--- src/rtl/pipelined_decode_stage_pkg.sv ---
// ISA constants, field positions, control-bit layout and FSM encoding for the decode stage.
package protocore_isa_pkg;

  localparam int unsigned OPC_W    = 4;
  localparam int unsigned ALU_OP_W = 3;
  localparam int unsigned CTRL_W   = 9;
  localparam int unsigned CNT_W    = 3;

  localparam logic [OPC_W-1:0] OP_ADD   = 4'h0;
  localparam logic [OPC_W-1:0] OP_SUB   = 4'h1;
  localparam logic [OPC_W-1:0] OP_AND   = 4'h2;
  localparam logic [OPC_W-1:0] OP_OR    = 4'h3;
  localparam logic [OPC_W-1:0] OP_XOR   = 4'h4;
  localparam logic [OPC_W-1:0] OP_NOT   = 4'h5;
  localparam logic [OPC_W-1:0] OP_SHL   = 4'h6;
  localparam logic [OPC_W-1:0] OP_SHR   = 4'h7;
  localparam logic [OPC_W-1:0] OP_ADDI  = 4'h8;
  localparam logic [OPC_W-1:0] OP_SUBI  = 4'h9;
  localparam logic [OPC_W-1:0] OP_LOAD  = 4'hA;
  localparam logic [OPC_W-1:0] OP_STORE = 4'hB;
  localparam logic [OPC_W-1:0] OP_BEQ   = 4'hC;
  localparam logic [OPC_W-1:0] OP_BNE   = 4'hD;
  localparam logic [OPC_W-1:0] OP_JMP   = 4'hE;
  localparam logic [OPC_W-1:0] OP_HALT  = 4'hF;

  // Bit positions inside ex_ctrl, MSB first
  localparam int unsigned CTRL_WR_EN     = 8;
  localparam int unsigned CTRL_RAM_WE    = 7;
  localparam int unsigned CTRL_IMM_FLAG  = 6;
  localparam int unsigned CTRL_IS_LOAD   = 5;
  localparam int unsigned CTRL_IS_JUMP   = 4;
  localparam int unsigned CTRL_IS_BEQ    = 3;
  localparam int unsigned CTRL_IS_BNE    = 2;
  localparam int unsigned CTRL_WRITE_ALU = 1;
  localparam int unsigned CTRL_HALT      = 0;

  typedef struct packed {
    logic wr_en;
    logic ram_we;
    logic imm_flag;
    logic is_load;
    logic is_jump;
    logic is_beq;
    logic is_bne;
    logic write_alu;
    logic halt;
  } ctrl_t;

  typedef enum logic [1:0] {
    RUN    = 2'd0,
    STALL  = 2'd1,
    HALTED = 2'd2
  } state_e;

  // Instruction layout {opcode, ra, rb, rd, imm}, MSB first
  function automatic int unsigned instr_w(input int unsigned reg_aw, input int unsigned data_w);
    return OPC_W + 3 * reg_aw + data_w;
  endfunction

  function automatic int unsigned op_lsb(input int unsigned reg_aw, input int unsigned data_w);
    return 3 * reg_aw + data_w;
  endfunction

  function automatic int unsigned ra_lsb(input int unsigned reg_aw, input int unsigned data_w);
    return 2 * reg_aw + data_w;
  endfunction

  function automatic int unsigned rb_lsb(input int unsigned reg_aw, input int unsigned data_w);
    return reg_aw + data_w;
  endfunction

  function automatic int unsigned rd_lsb(input int unsigned reg_aw, input int unsigned data_w);
    return reg_aw * 0 + data_w;
  endfunction

endpackage

--- src/rtl/pipelined_decode_stage_if.sv ---
// Fetch/execute handshake bundle of the decode stage; master is the surrounding pipeline, slave the stage.
interface pipelined_decode_stage_if #(
  parameter int unsigned DATA_W = 8,
  parameter int unsigned REG_AW = 4
) ();
  import protocore_isa_pkg::*;

  localparam int unsigned IW = instr_w(REG_AW, DATA_W);

  logic              if_valid;
  logic [IW-1:0]     if_instr;
  logic              if_ready;
  logic              flush;
  logic              resume;
  logic              ex_valid;
  logic              ex_ready;
  logic [ALU_OP_W-1:0] ex_alu_op;
  logic [REG_AW-1:0] ex_ra;
  logic [REG_AW-1:0] ex_rb;
  logic [REG_AW-1:0] ex_rd;
  logic [DATA_W-1:0] ex_imm;
  logic [CTRL_W-1:0] ex_ctrl;
  logic              halted;
  logic [31:0]       perf_issued;
  logic [31:0]       perf_stalls;

  modport master (
    output if_valid, if_instr, flush, resume, ex_ready,
    input  if_ready, ex_valid, ex_alu_op, ex_ra, ex_rb, ex_rd, ex_imm, ex_ctrl,
           halted, perf_issued, perf_stalls
  );

  modport slave (
    input  if_valid, if_instr, flush, resume, ex_ready,
    output if_ready, ex_valid, ex_alu_op, ex_ra, ex_rb, ex_rd, ex_imm, ex_ctrl,
           halted, perf_issued, perf_stalls
  );

endinterface

--- src/rtl/pipelined_decode_stage_decode_comb.sv ---
// Pure combinational opcode -> control/field map; unused fields are forced to zero.
module decode_comb
  import protocore_isa_pkg::*;
#(
  parameter int unsigned DATA_W = 8,
  parameter int unsigned REG_AW = 4,
  parameter int unsigned IW     = instr_w(REG_AW, DATA_W)
) (
  input  logic [IW-1:0]       instr,
  output logic [ALU_OP_W-1:0] alu_op_c,
  output logic [REG_AW-1:0]   ra_c,
  output logic [REG_AW-1:0]   rb_c,
  output logic [REG_AW-1:0]   rd_c,
  output logic [DATA_W-1:0]   imm_c,
  output ctrl_t               ctrl_c,
  output logic                reads_ra_c,
  output logic                reads_rb_c
);

  localparam int unsigned OP_LSB = op_lsb(REG_AW, DATA_W);
  localparam int unsigned RA_LSB = ra_lsb(REG_AW, DATA_W);
  localparam int unsigned RB_LSB = rb_lsb(REG_AW, DATA_W);
  localparam int unsigned RD_LSB = rd_lsb(REG_AW, DATA_W);

  logic [OPC_W-1:0]  op;
  logic [REG_AW-1:0] ra_f;
  logic [REG_AW-1:0] rb_f;
  logic [REG_AW-1:0] rd_f;
  logic [DATA_W-1:0] imm_f;
  logic use_ra, use_rb, use_rd, use_imm;

  assign op    = instr[OP_LSB +: OPC_W];
  assign ra_f  = instr[RA_LSB +: REG_AW];
  assign rb_f  = instr[RB_LSB +: REG_AW];
  assign rd_f  = instr[RD_LSB +: REG_AW];
  assign imm_f = instr[0 +: DATA_W];

  // Per-opcode field usage and control bits
  always_comb begin
    alu_op_c = '0;
    ctrl_c   = '0;
    use_ra   = 1'b0;
    use_rb   = 1'b0;
    use_rd   = 1'b0;
    use_imm  = 1'b0;
    case (op)
      OP_ADD, OP_SUB, OP_AND, OP_OR, OP_XOR: begin
        alu_op_c         = ALU_OP_W'(op[2:0]);
        use_ra           = 1'b1;
        use_rb           = 1'b1;
        use_rd           = 1'b1;
        ctrl_c.wr_en     = 1'b1;
        ctrl_c.write_alu = 1'b1;
      end
      OP_NOT, OP_SHL, OP_SHR: begin
        alu_op_c         = ALU_OP_W'(op[2:0]);
        use_ra           = 1'b1;
        use_rd           = 1'b1;
        ctrl_c.wr_en     = 1'b1;
        ctrl_c.write_alu = 1'b1;
      end
      OP_ADDI, OP_SUBI: begin
        alu_op_c         = ALU_OP_W'({2'b00, op[0]});
        use_ra           = 1'b1;
        use_rd           = 1'b1;
        use_imm          = 1'b1;
        ctrl_c.imm_flag  = 1'b1;
        ctrl_c.wr_en     = 1'b1;
        ctrl_c.write_alu = 1'b1;
      end
      OP_LOAD: begin
        use_ra          = 1'b1;
        use_rd          = 1'b1;
        use_imm         = 1'b1;
        ctrl_c.imm_flag = 1'b1;
        ctrl_c.is_load  = 1'b1;
        ctrl_c.wr_en    = 1'b1;
      end
      OP_STORE: begin
        use_ra          = 1'b1;
        use_rb          = 1'b1;
        use_imm         = 1'b1;
        ctrl_c.imm_flag = 1'b1;
        ctrl_c.ram_we   = 1'b1;
      end
      OP_BEQ, OP_BNE: begin
        alu_op_c      = ALU_OP_W'(1);
        use_ra        = 1'b1;
        use_rb        = 1'b1;
        ctrl_c.is_beq = (op == OP_BEQ);
        ctrl_c.is_bne = (op == OP_BNE);
      end
      OP_JMP: begin
        use_ra          = 1'b1;
        use_imm         = 1'b1;
        ctrl_c.imm_flag = 1'b1;
        ctrl_c.is_jump  = 1'b1;
      end
      OP_HALT: begin
        use_imm     = 1'b1;
        ctrl_c.halt = 1'b1;
      end
      default: ;
    endcase
  end

  assign ra_c       = use_ra  ? ra_f  : '0;
  assign rb_c       = use_rb  ? rb_f  : '0;
  assign rd_c       = use_rd  ? rd_f  : '0;
  assign imm_c      = use_imm ? imm_f : '0;
  assign reads_ra_c = use_ra;
  assign reads_rb_c = use_rb;

endmodule

--- src/rtl/pipelined_decode_stage.sv ---
// Registered decode stage: load-use interlock, sticky HALT, flush, one-cycle latency.
// Optional DECODE_PERF_EN builds the issued/stall performance counters.
module pipelined_decode_stage
  import protocore_isa_pkg::*;
#(
  parameter int unsigned DATA_W   = 8,
  parameter int unsigned REG_AW   = 4,
  parameter int unsigned LOAD_LAT = 1
) (
  input  logic clk,
  input  logic rst_n,
  pipelined_decode_stage_if.slave bus
);

  logic [ALU_OP_W-1:0] dec_alu_op;
  logic [REG_AW-1:0]   dec_ra, dec_rb, dec_rd;
  logic [DATA_W-1:0]   dec_imm;
  ctrl_t               dec_ctrl;
  logic                dec_reads_ra, dec_reads_rb;

  state_e            state_q, state_d;
  logic [CNT_W-1:0]  cnt_q, cnt_d;
  logic              halted_q;

  logic                ex_valid_q;
  logic [ALU_OP_W-1:0] ex_alu_op_q;
  logic [REG_AW-1:0]   ex_ra_q, ex_rb_q, ex_rd_q;
  logic [DATA_W-1:0]   ex_imm_q;
  ctrl_t               ex_ctrl_q;

  logic hazard_c, if_ready_c, accept_c;

  decode_comb #(
    .DATA_W (DATA_W),
    .REG_AW (REG_AW)
  ) u_decode (
    .instr      (bus.if_instr),
    .alu_op_c   (dec_alu_op),
    .ra_c       (dec_ra),
    .rb_c       (dec_rb),
    .rd_c       (dec_rd),
    .imm_c      (dec_imm),
    .ctrl_c     (dec_ctrl),
    .reads_ra_c (dec_reads_ra),
    .reads_rb_c (dec_reads_rb)
  );

  // Incoming op depends on a load still sitting in the output register
  assign hazard_c = bus.if_valid & ex_valid_q & ex_ctrl_q.is_load & ex_ctrl_q.wr_en &
                    ((dec_reads_ra & (dec_ra == ex_rd_q)) | (dec_reads_rb & (dec_rb == ex_rd_q)));

  assign if_ready_c = rst_n & (state_q == RUN) & ~bus.flush & ~hazard_c &
                      (~ex_valid_q | bus.ex_ready);
  assign accept_c   = bus.if_valid & if_ready_c;

  always_ff @(posedge clk or negedge rst_n) begin
    if (!rst_n) begin
      state_q  <= RUN;
      cnt_q    <= '0;
      halted_q <= 1'b0;
    end else begin
      state_q  <= state_d;
      cnt_q    <= cnt_d;
      halted_q <= (state_d == HALTED);
    end
  end

  always_comb begin
    state_d = state_q;
    cnt_d   = cnt_q;
    case (state_q)
      RUN: begin
        if (!bus.flush) begin
          if (accept_c && dec_ctrl.halt) begin
            state_d = HALTED;
          end else if (hazard_c && bus.ex_ready) begin
            state_d = STALL;
            cnt_d   = '0;
          end
        end
      end
      STALL: begin
        if (bus.flush || (cnt_q == CNT_W'(LOAD_LAT - 1))) begin
          state_d = RUN;
          cnt_d   = '0;
        end else begin
          cnt_d = cnt_q + CNT_W'(1);
        end
      end
      HALTED: begin
        if (bus.resume) state_d = RUN;
      end
      default: begin
        state_d = RUN;
        cnt_d   = '0;
      end
    endcase
  end

  // Output register: flush beats accept, fields hold while execute back-pressures
  always_ff @(posedge clk or negedge rst_n) begin
    if (!rst_n) begin
      ex_valid_q  <= 1'b0;
      ex_alu_op_q <= '0;
      ex_ra_q     <= '0;
      ex_rb_q     <= '0;
      ex_rd_q     <= '0;
      ex_imm_q    <= '0;
      ex_ctrl_q   <= '0;
    end else if (bus.flush) begin
      ex_valid_q <= 1'b0;
    end else if (accept_c) begin
      ex_valid_q  <= 1'b1;
      ex_alu_op_q <= dec_alu_op;
      ex_ra_q     <= dec_ra;
      ex_rb_q     <= dec_rb;
      ex_rd_q     <= dec_rd;
      ex_imm_q    <= dec_imm;
      ex_ctrl_q   <= dec_ctrl;
    end else if (bus.ex_ready) begin
      ex_valid_q <= 1'b0;
    end
  end

  assign bus.if_ready  = if_ready_c;
  assign bus.ex_valid  = ex_valid_q;
  assign bus.ex_alu_op = ex_alu_op_q;
  assign bus.ex_ra     = ex_ra_q;
  assign bus.ex_rb     = ex_rb_q;
  assign bus.ex_rd     = ex_rd_q;
  assign bus.ex_imm    = ex_imm_q;
  assign bus.ex_ctrl   = ex_ctrl_q;
  assign bus.halted    = halted_q;

`ifdef DECODE_PERF_EN
  logic [31:0] issued_q, stalls_q;

  // Free-running wrap-around event counters
  always_ff @(posedge clk or negedge rst_n) begin
    if (!rst_n) begin
      issued_q <= '0;
      stalls_q <= '0;
    end else begin
      if (ex_valid_q && bus.ex_ready) issued_q <= issued_q + 32'd1;
      if (state_q == STALL)           stalls_q <= stalls_q + 32'd1;
    end
  end

  assign bus.perf_issued = issued_q;
  assign bus.perf_stalls = stalls_q;
`else
  assign bus.perf_issued = '0;
  assign bus.perf_stalls = '0;
`endif

endmodule

--- src/flat_wrapper.sv ---
// flat-port wrapper written by rule: the top's interface ports become plain ports
module pipelined_decode_stage_flat import protocore_isa_pkg::*;
#(
  parameter int unsigned DATA_W   = 8,
  parameter int unsigned REG_AW   = 4,
  parameter int unsigned LOAD_LAT = 1
)
  (clk, rst_n, bus_if_valid, bus_if_instr, bus_flush, bus_resume, bus_ex_ready, bus_if_ready, bus_ex_valid, bus_ex_alu_op, bus_ex_ra, bus_ex_rb, bus_ex_rd, bus_ex_imm, bus_ex_ctrl, bus_halted, bus_perf_issued, bus_perf_stalls);
  pipelined_decode_stage_if #(.DATA_W(DATA_W), .REG_AW(REG_AW)) bus_i ();
  input  logic clk;
  input  logic rst_n;
  input wire logic [$bits(bus_i.if_valid)-1:0] bus_if_valid;
  input wire logic [$bits(bus_i.if_instr)-1:0] bus_if_instr;
  input wire logic [$bits(bus_i.flush)-1:0] bus_flush;
  input wire logic [$bits(bus_i.resume)-1:0] bus_resume;
  input wire logic [$bits(bus_i.ex_ready)-1:0] bus_ex_ready;
  output wire logic [$bits(bus_i.if_ready)-1:0] bus_if_ready;
  output wire logic [$bits(bus_i.ex_valid)-1:0] bus_ex_valid;
  output wire logic [$bits(bus_i.ex_alu_op)-1:0] bus_ex_alu_op;
  output wire logic [$bits(bus_i.ex_ra)-1:0] bus_ex_ra;
  output wire logic [$bits(bus_i.ex_rb)-1:0] bus_ex_rb;
  output wire logic [$bits(bus_i.ex_rd)-1:0] bus_ex_rd;
  output wire logic [$bits(bus_i.ex_imm)-1:0] bus_ex_imm;
  output wire logic [$bits(bus_i.ex_ctrl)-1:0] bus_ex_ctrl;
  output wire logic [$bits(bus_i.halted)-1:0] bus_halted;
  output wire logic [$bits(bus_i.perf_issued)-1:0] bus_perf_issued;
  output wire logic [$bits(bus_i.perf_stalls)-1:0] bus_perf_stalls;
  assign bus_i.if_valid = bus_if_valid;
  assign bus_i.if_instr = bus_if_instr;
  assign bus_i.flush = bus_flush;
  assign bus_i.resume = bus_resume;
  assign bus_i.ex_ready = bus_ex_ready;
  assign bus_if_ready = bus_i.if_ready;
  assign bus_ex_valid = bus_i.ex_valid;
  assign bus_ex_alu_op = bus_i.ex_alu_op;
  assign bus_ex_ra = bus_i.ex_ra;
  assign bus_ex_rb = bus_i.ex_rb;
  assign bus_ex_rd = bus_i.ex_rd;
  assign bus_ex_imm = bus_i.ex_imm;
  assign bus_ex_ctrl = bus_i.ex_ctrl;
  assign bus_halted = bus_i.halted;
  assign bus_perf_issued = bus_i.perf_issued;
  assign bus_perf_stalls = bus_i.perf_stalls;
  pipelined_decode_stage #(.DATA_W(DATA_W), .REG_AW(REG_AW), .LOAD_LAT(LOAD_LAT)) u_core (.clk(clk), .rst_n(rst_n), .bus(bus_i));
endmodule
--- config.mk ---
export PLATFORM = sky130hd
export DESIGN_NAME = pipelined_decode_stage_flat
export DESIGN_NICKNAME = d
export VERILOG_FILES = /design/src/rtl/pipelined_decode_stage_pkg.sv /design/src/rtl/pipelined_decode_stage_if.sv /design/src/rtl/pipelined_decode_stage_decode_comb.sv /design/src/rtl/pipelined_decode_stage.sv /design/src/flat_wrapper.sv
export SDC_FILE = /design/constraint.sdc
export NUM_CORES = 1
export LEC_CHECK = 0
export CAP_MARGIN = 15
export CORE_UTILIZATION = 43
export CTS_BUF_LIST = sky130_fd_sc_hd__clkbuf_8 sky130_fd_sc_hd__clkbuf_16
export DETAILED_ROUTE_END_ITERATION = 12
export HOLD_SLACK_MARGIN = 0.15
export PLACE_DENSITY = 0.92
export SYNTH_ARGS = -nofsm -noshare
export SYNTH_HDL_FRONTEND = slang
export SYNTH_SLANG_ARGS = --single-unit
--- constraint.sdc ---
create_clock -name clk -period 3.5 [get_ports clk]
set_input_delay 0.525 -clock clk [delete_from_list [all_inputs] [get_ports clk]]
set_output_delay 0.525 -clock clk [all_outputs]
set_load 0.03 [all_outputs]
==> results.md <==
* Drt pass-1 iters at 4
* Switching fraction of total power at 0.389
* Initial Util at 0.450
* Crit path largest cell delay at 0.68 ns
* Final Hold Fails at 0
* Comb pwr share at 0.384
* Drt total wl at 4510 um
* Achievable frequency at 0.308 GHz
* Initial antenna violation count at 0
* Die H at 78.1 um
* H-tree Lvls at 2
* First-pass GRT wire length at 7580 um
* Dpl hpwl at 3520 um
* Total number of vias at 1692
* I/O pin cnt at 129
* Area of the mapped netlist at 2490 sq um
* Cell count after synthesis at 251
* Post-route cell area at 3020 sq um
* GRT overflow at 0
* #FFs+latches synth at 39
* CTS Buf Count at 5
* Sequential share of power at 0.398
* Total power at 1.42 mW
* Number of fill cells in the layout at 505
* Final nets at 351
* Placed Cells at 384
* Core area at 5540 sq um
* Peak VDD IR at 0.413 mV
* Fin cells at 392
* Site Rows at 27
* Worst-path clk slew at 0.09 ns
* Worst-path fanout max at 13
* Clk_lat worst skew at 0.29 ns
* DRC at 0
* Post-DR wirelength/cell at 11.5 um
* Antenna Nets Post-Route at 0
* Slew margin rel. at 0.464
* Pwr Density at 471 nW/um^2
* Clock Power Share at 0.218
* Psw at 553 uW
* Postcts setup bufs at 0
* Startpoint class of the critical path: primary input
* Post-route clock period utilization at 0.927
* Post-cts sizing count at 0
* Average cell area after synthesis at 9.92 sq um
* Drt first-iter violations at 86
* Clock Path Buffers at 2
* Max Transition Viols Final at 0
* Finished Core Util at 0.545
* Sequential fraction of the synthesis area at 0.392
* CP Cell Sequence: clkdlybuf4s50_1 -> nand2_1 -> a21oi_1 -> o211ai_2 -> nand2_1 -> nor2_1 -> clkdlybuf4s50_1
* Final setup viols at 0
* Placer Congestion at 0.789
* Multiplexer area fraction after synthesis at 0.149
* Fin crit period at 3.25 ns
* Synth Area in Compound Gates at 0.0492
* Post-Synth Simple-Gate Area at 0.102
* I/O Buffers at 64
* Status: finished, final reports clean
* RSZ-0062 raised after global routing: false
* Hold_buf cts at 0
* Post-synthesis cell type count at 37
* Total Die Area at 6100 sq um
* Sink Count at 39
* Placed Area at 2930 sq um
* Worst Max-Slew Pin Slew at 0.797 ns
* Clock skew at 0.0100 ns
* CTS tree: built
* CP required at 2.97 ns
* Worst EP arrival at 2.72 ns
* P_int at 870 uW
* Synth Area in Adders at 0.0100
* Die X at 78.1 um
* CP endpoint kind: output pin
* Post-Synth XOR/XNOR Area at 0.0281
* Slowest CP cell: clkdlybuf4s50_1
* Maxcap violations at 0
* Vias in the first global route at 1658
* Vias per cell at 4.32
* Fin Setup TNS at 0 ns
* ANT cells at 0
* Leak pwr at 1.62 nW
* Main combinational cell family by area after synthesis: buffers and inverters
* Ys Warns at 0
* Root Driver: clkbuf_8
* Layout cells sized above 1 at 0.0969
* Worst min path class: primary input to async pin
* Area growth syn-to-layout at 21.3%
* Largest net degree at the start of global routing at 40
* Tot GR Track Use at 0.159
* Crit Path Class: primary input to output pin
worst paths after layout:
check / cells after the start / start / end / slack, ns
min in group clk: 1 / u_core.bus.ex_ctrl[3] / u_core.bus.ex_ctrl[3] / 0.51
min: 2 / rst_n / u_core.bus.ex_valid / 0.29
max in group asynchronous: 2 / rst_n / u_core.bus.ex_alu_op[1] / 2.86
min reg2reg: 1 / u_core.bus.ex_ctrl[3] / u_core.bus.ex_ctrl[3] / 0.51
max: 7 / bus_if_instr[23] / bus_if_ready / 0.25
max reg2reg: 6 / u_core.bus.ex_rd[1] / u_core.bus.ex_imm[2] / 1.12
worst max-delay path, delay by kind of cell:
family | cells | cell delay (ns)
buf+inv | 2 | 1.31
compound gates | 2 | 0.41
simple gates | 3 | 0.48
metal layers:
metal / GRT usage / part of all wire / wire length (um)
met3: 0.0465 / 0.081 / 367
met2: 0.270 / 0.49 / 2230
met5: 0 / 0 / 0
met1: 0.191 / 0.41 / 1850
met4: 0.0519 / 0.012 / 56
state kept, by name, summed over array words and instances (netlist names):
| name | flops |
|---|---|
| u_core.bus.ex_alu_op | 3 |
| u_core.bus.ex_imm | 8 |
| u_core.bus.halted | 1 |
| u_core.bus.ex_ctrl | 9 |
| u_core.cnt_q | 3 |
| u_core.state_q | 2 |
| u_core.bus.ex_rb | 4 |
| u_core.bus.ex_rd | 4 |
| u_core.bus.ex_valid | 1 |
| u_core.bus.ex_ra | 4 |
kinds of logic (layout without fill, tap and decap cells):
group,after synthesis,after routing
fa+ha+maj,2,2
xor+xnor,8,8
buf+inv,99,105
flops,39,39
mux,33,33
other cells,1,64
compound gates,18,18
simple gates,51,51
through the flow:
step,setup slack [ns],hold slack [ns]
after floorplan,1.45,0.229
after global placement,0.425,0.493
after detailed placement,0.308,0.495
after CTS,0.300,0.310
after global routing,0.141,0.335
final,0.254,0.285
placed cells by master (no fill, tap or decap), types with 6 or more instances in the layout:
cell type        count
a21oi_1              6
mux2i_1             21
conb_1              64
inv_1               28
xor2_1               6
mux2_4               7
dfrtp_1             39
nand2_1             27
clkdlybuf4s50_1     63
nor2_1               7
cell type report:
cell class                 instances  area, sq um  share of cell area
clock inverter                     3         23.8             0.00787
timing repair buffer              69          673               0.223
inverter                          28          105              0.0348
multi-input combinational        176         1080               0.359
sequential                        39          976               0.323
tap                               72         90.1              0.0298
clock buffer                       5         68.8              0.0228
power groups by stage:
| stage | Sequential, mW | Combinational [mW] | Clock, mW |
|---|---|---|---|
| global route | 0.577 | 0.584 | 0.343 |
| detailed placement | 0.574 | 0.550 | 0 |
| global placement | 0.573 | 0.540 | 0 |
| floorplan | 0.701 | 0.269 | 0 |
| finish | 0.566 | 0.546 | 0.311 |
| CTS | 0.568 | 0.552 | 0.321 |
synthesized netlist by cell type, drive strengths merged:
| master | n | share of area |
|---|---|---|
| ha | 2 | 0.010 |
| o31ai | 1 | 0.0030 |
| o21ai | 3 | 0.0060 |
| o2bb2ai | 1 | 0.0035 |
| conb | 1 | 0.0015 |
| nor3 | 2 | 0.0040 |
| nand2 | 27 | 0.041 |
| nor4 | 1 | 0.0025 |
| mux2i | 21 | 0.084 |
| nand2b | 3 | 0.0075 |
| nand4 | 3 | 0.010 |
| nor2 | 7 | 0.011 |
| mux2 | 12 | 0.065 |
| a21o | 1 | 0.0030 |
| dfrtp | 39 | 0.39 |
| or2 | 2 | 0.0050 |
| a21boi | 2 | 0.0060 |
| xnor2 | 2 | 0.0070 |
| xor2 | 6 | 0.021 |
| o41ai | 2 | 0.0070 |
| nor2b | 1 | 0.0025 |
| and4 | 1 | 0.0035 |
| nor3b | 1 | 0.0030 |
| nand3 | 1 | 0.0020 |
| or3 | 1 | 0.0045 |
| inv | 28 | 0.042 |
| o32ai | 1 | 0.0035 |
| o211ai | 1 | 0.0050 |
| a21oi | 6 | 0.012 |
| nand4bb | 1 | 0.0065 |
| buf | 71 | 0.23 |
(Power assumes the default switching activity.)
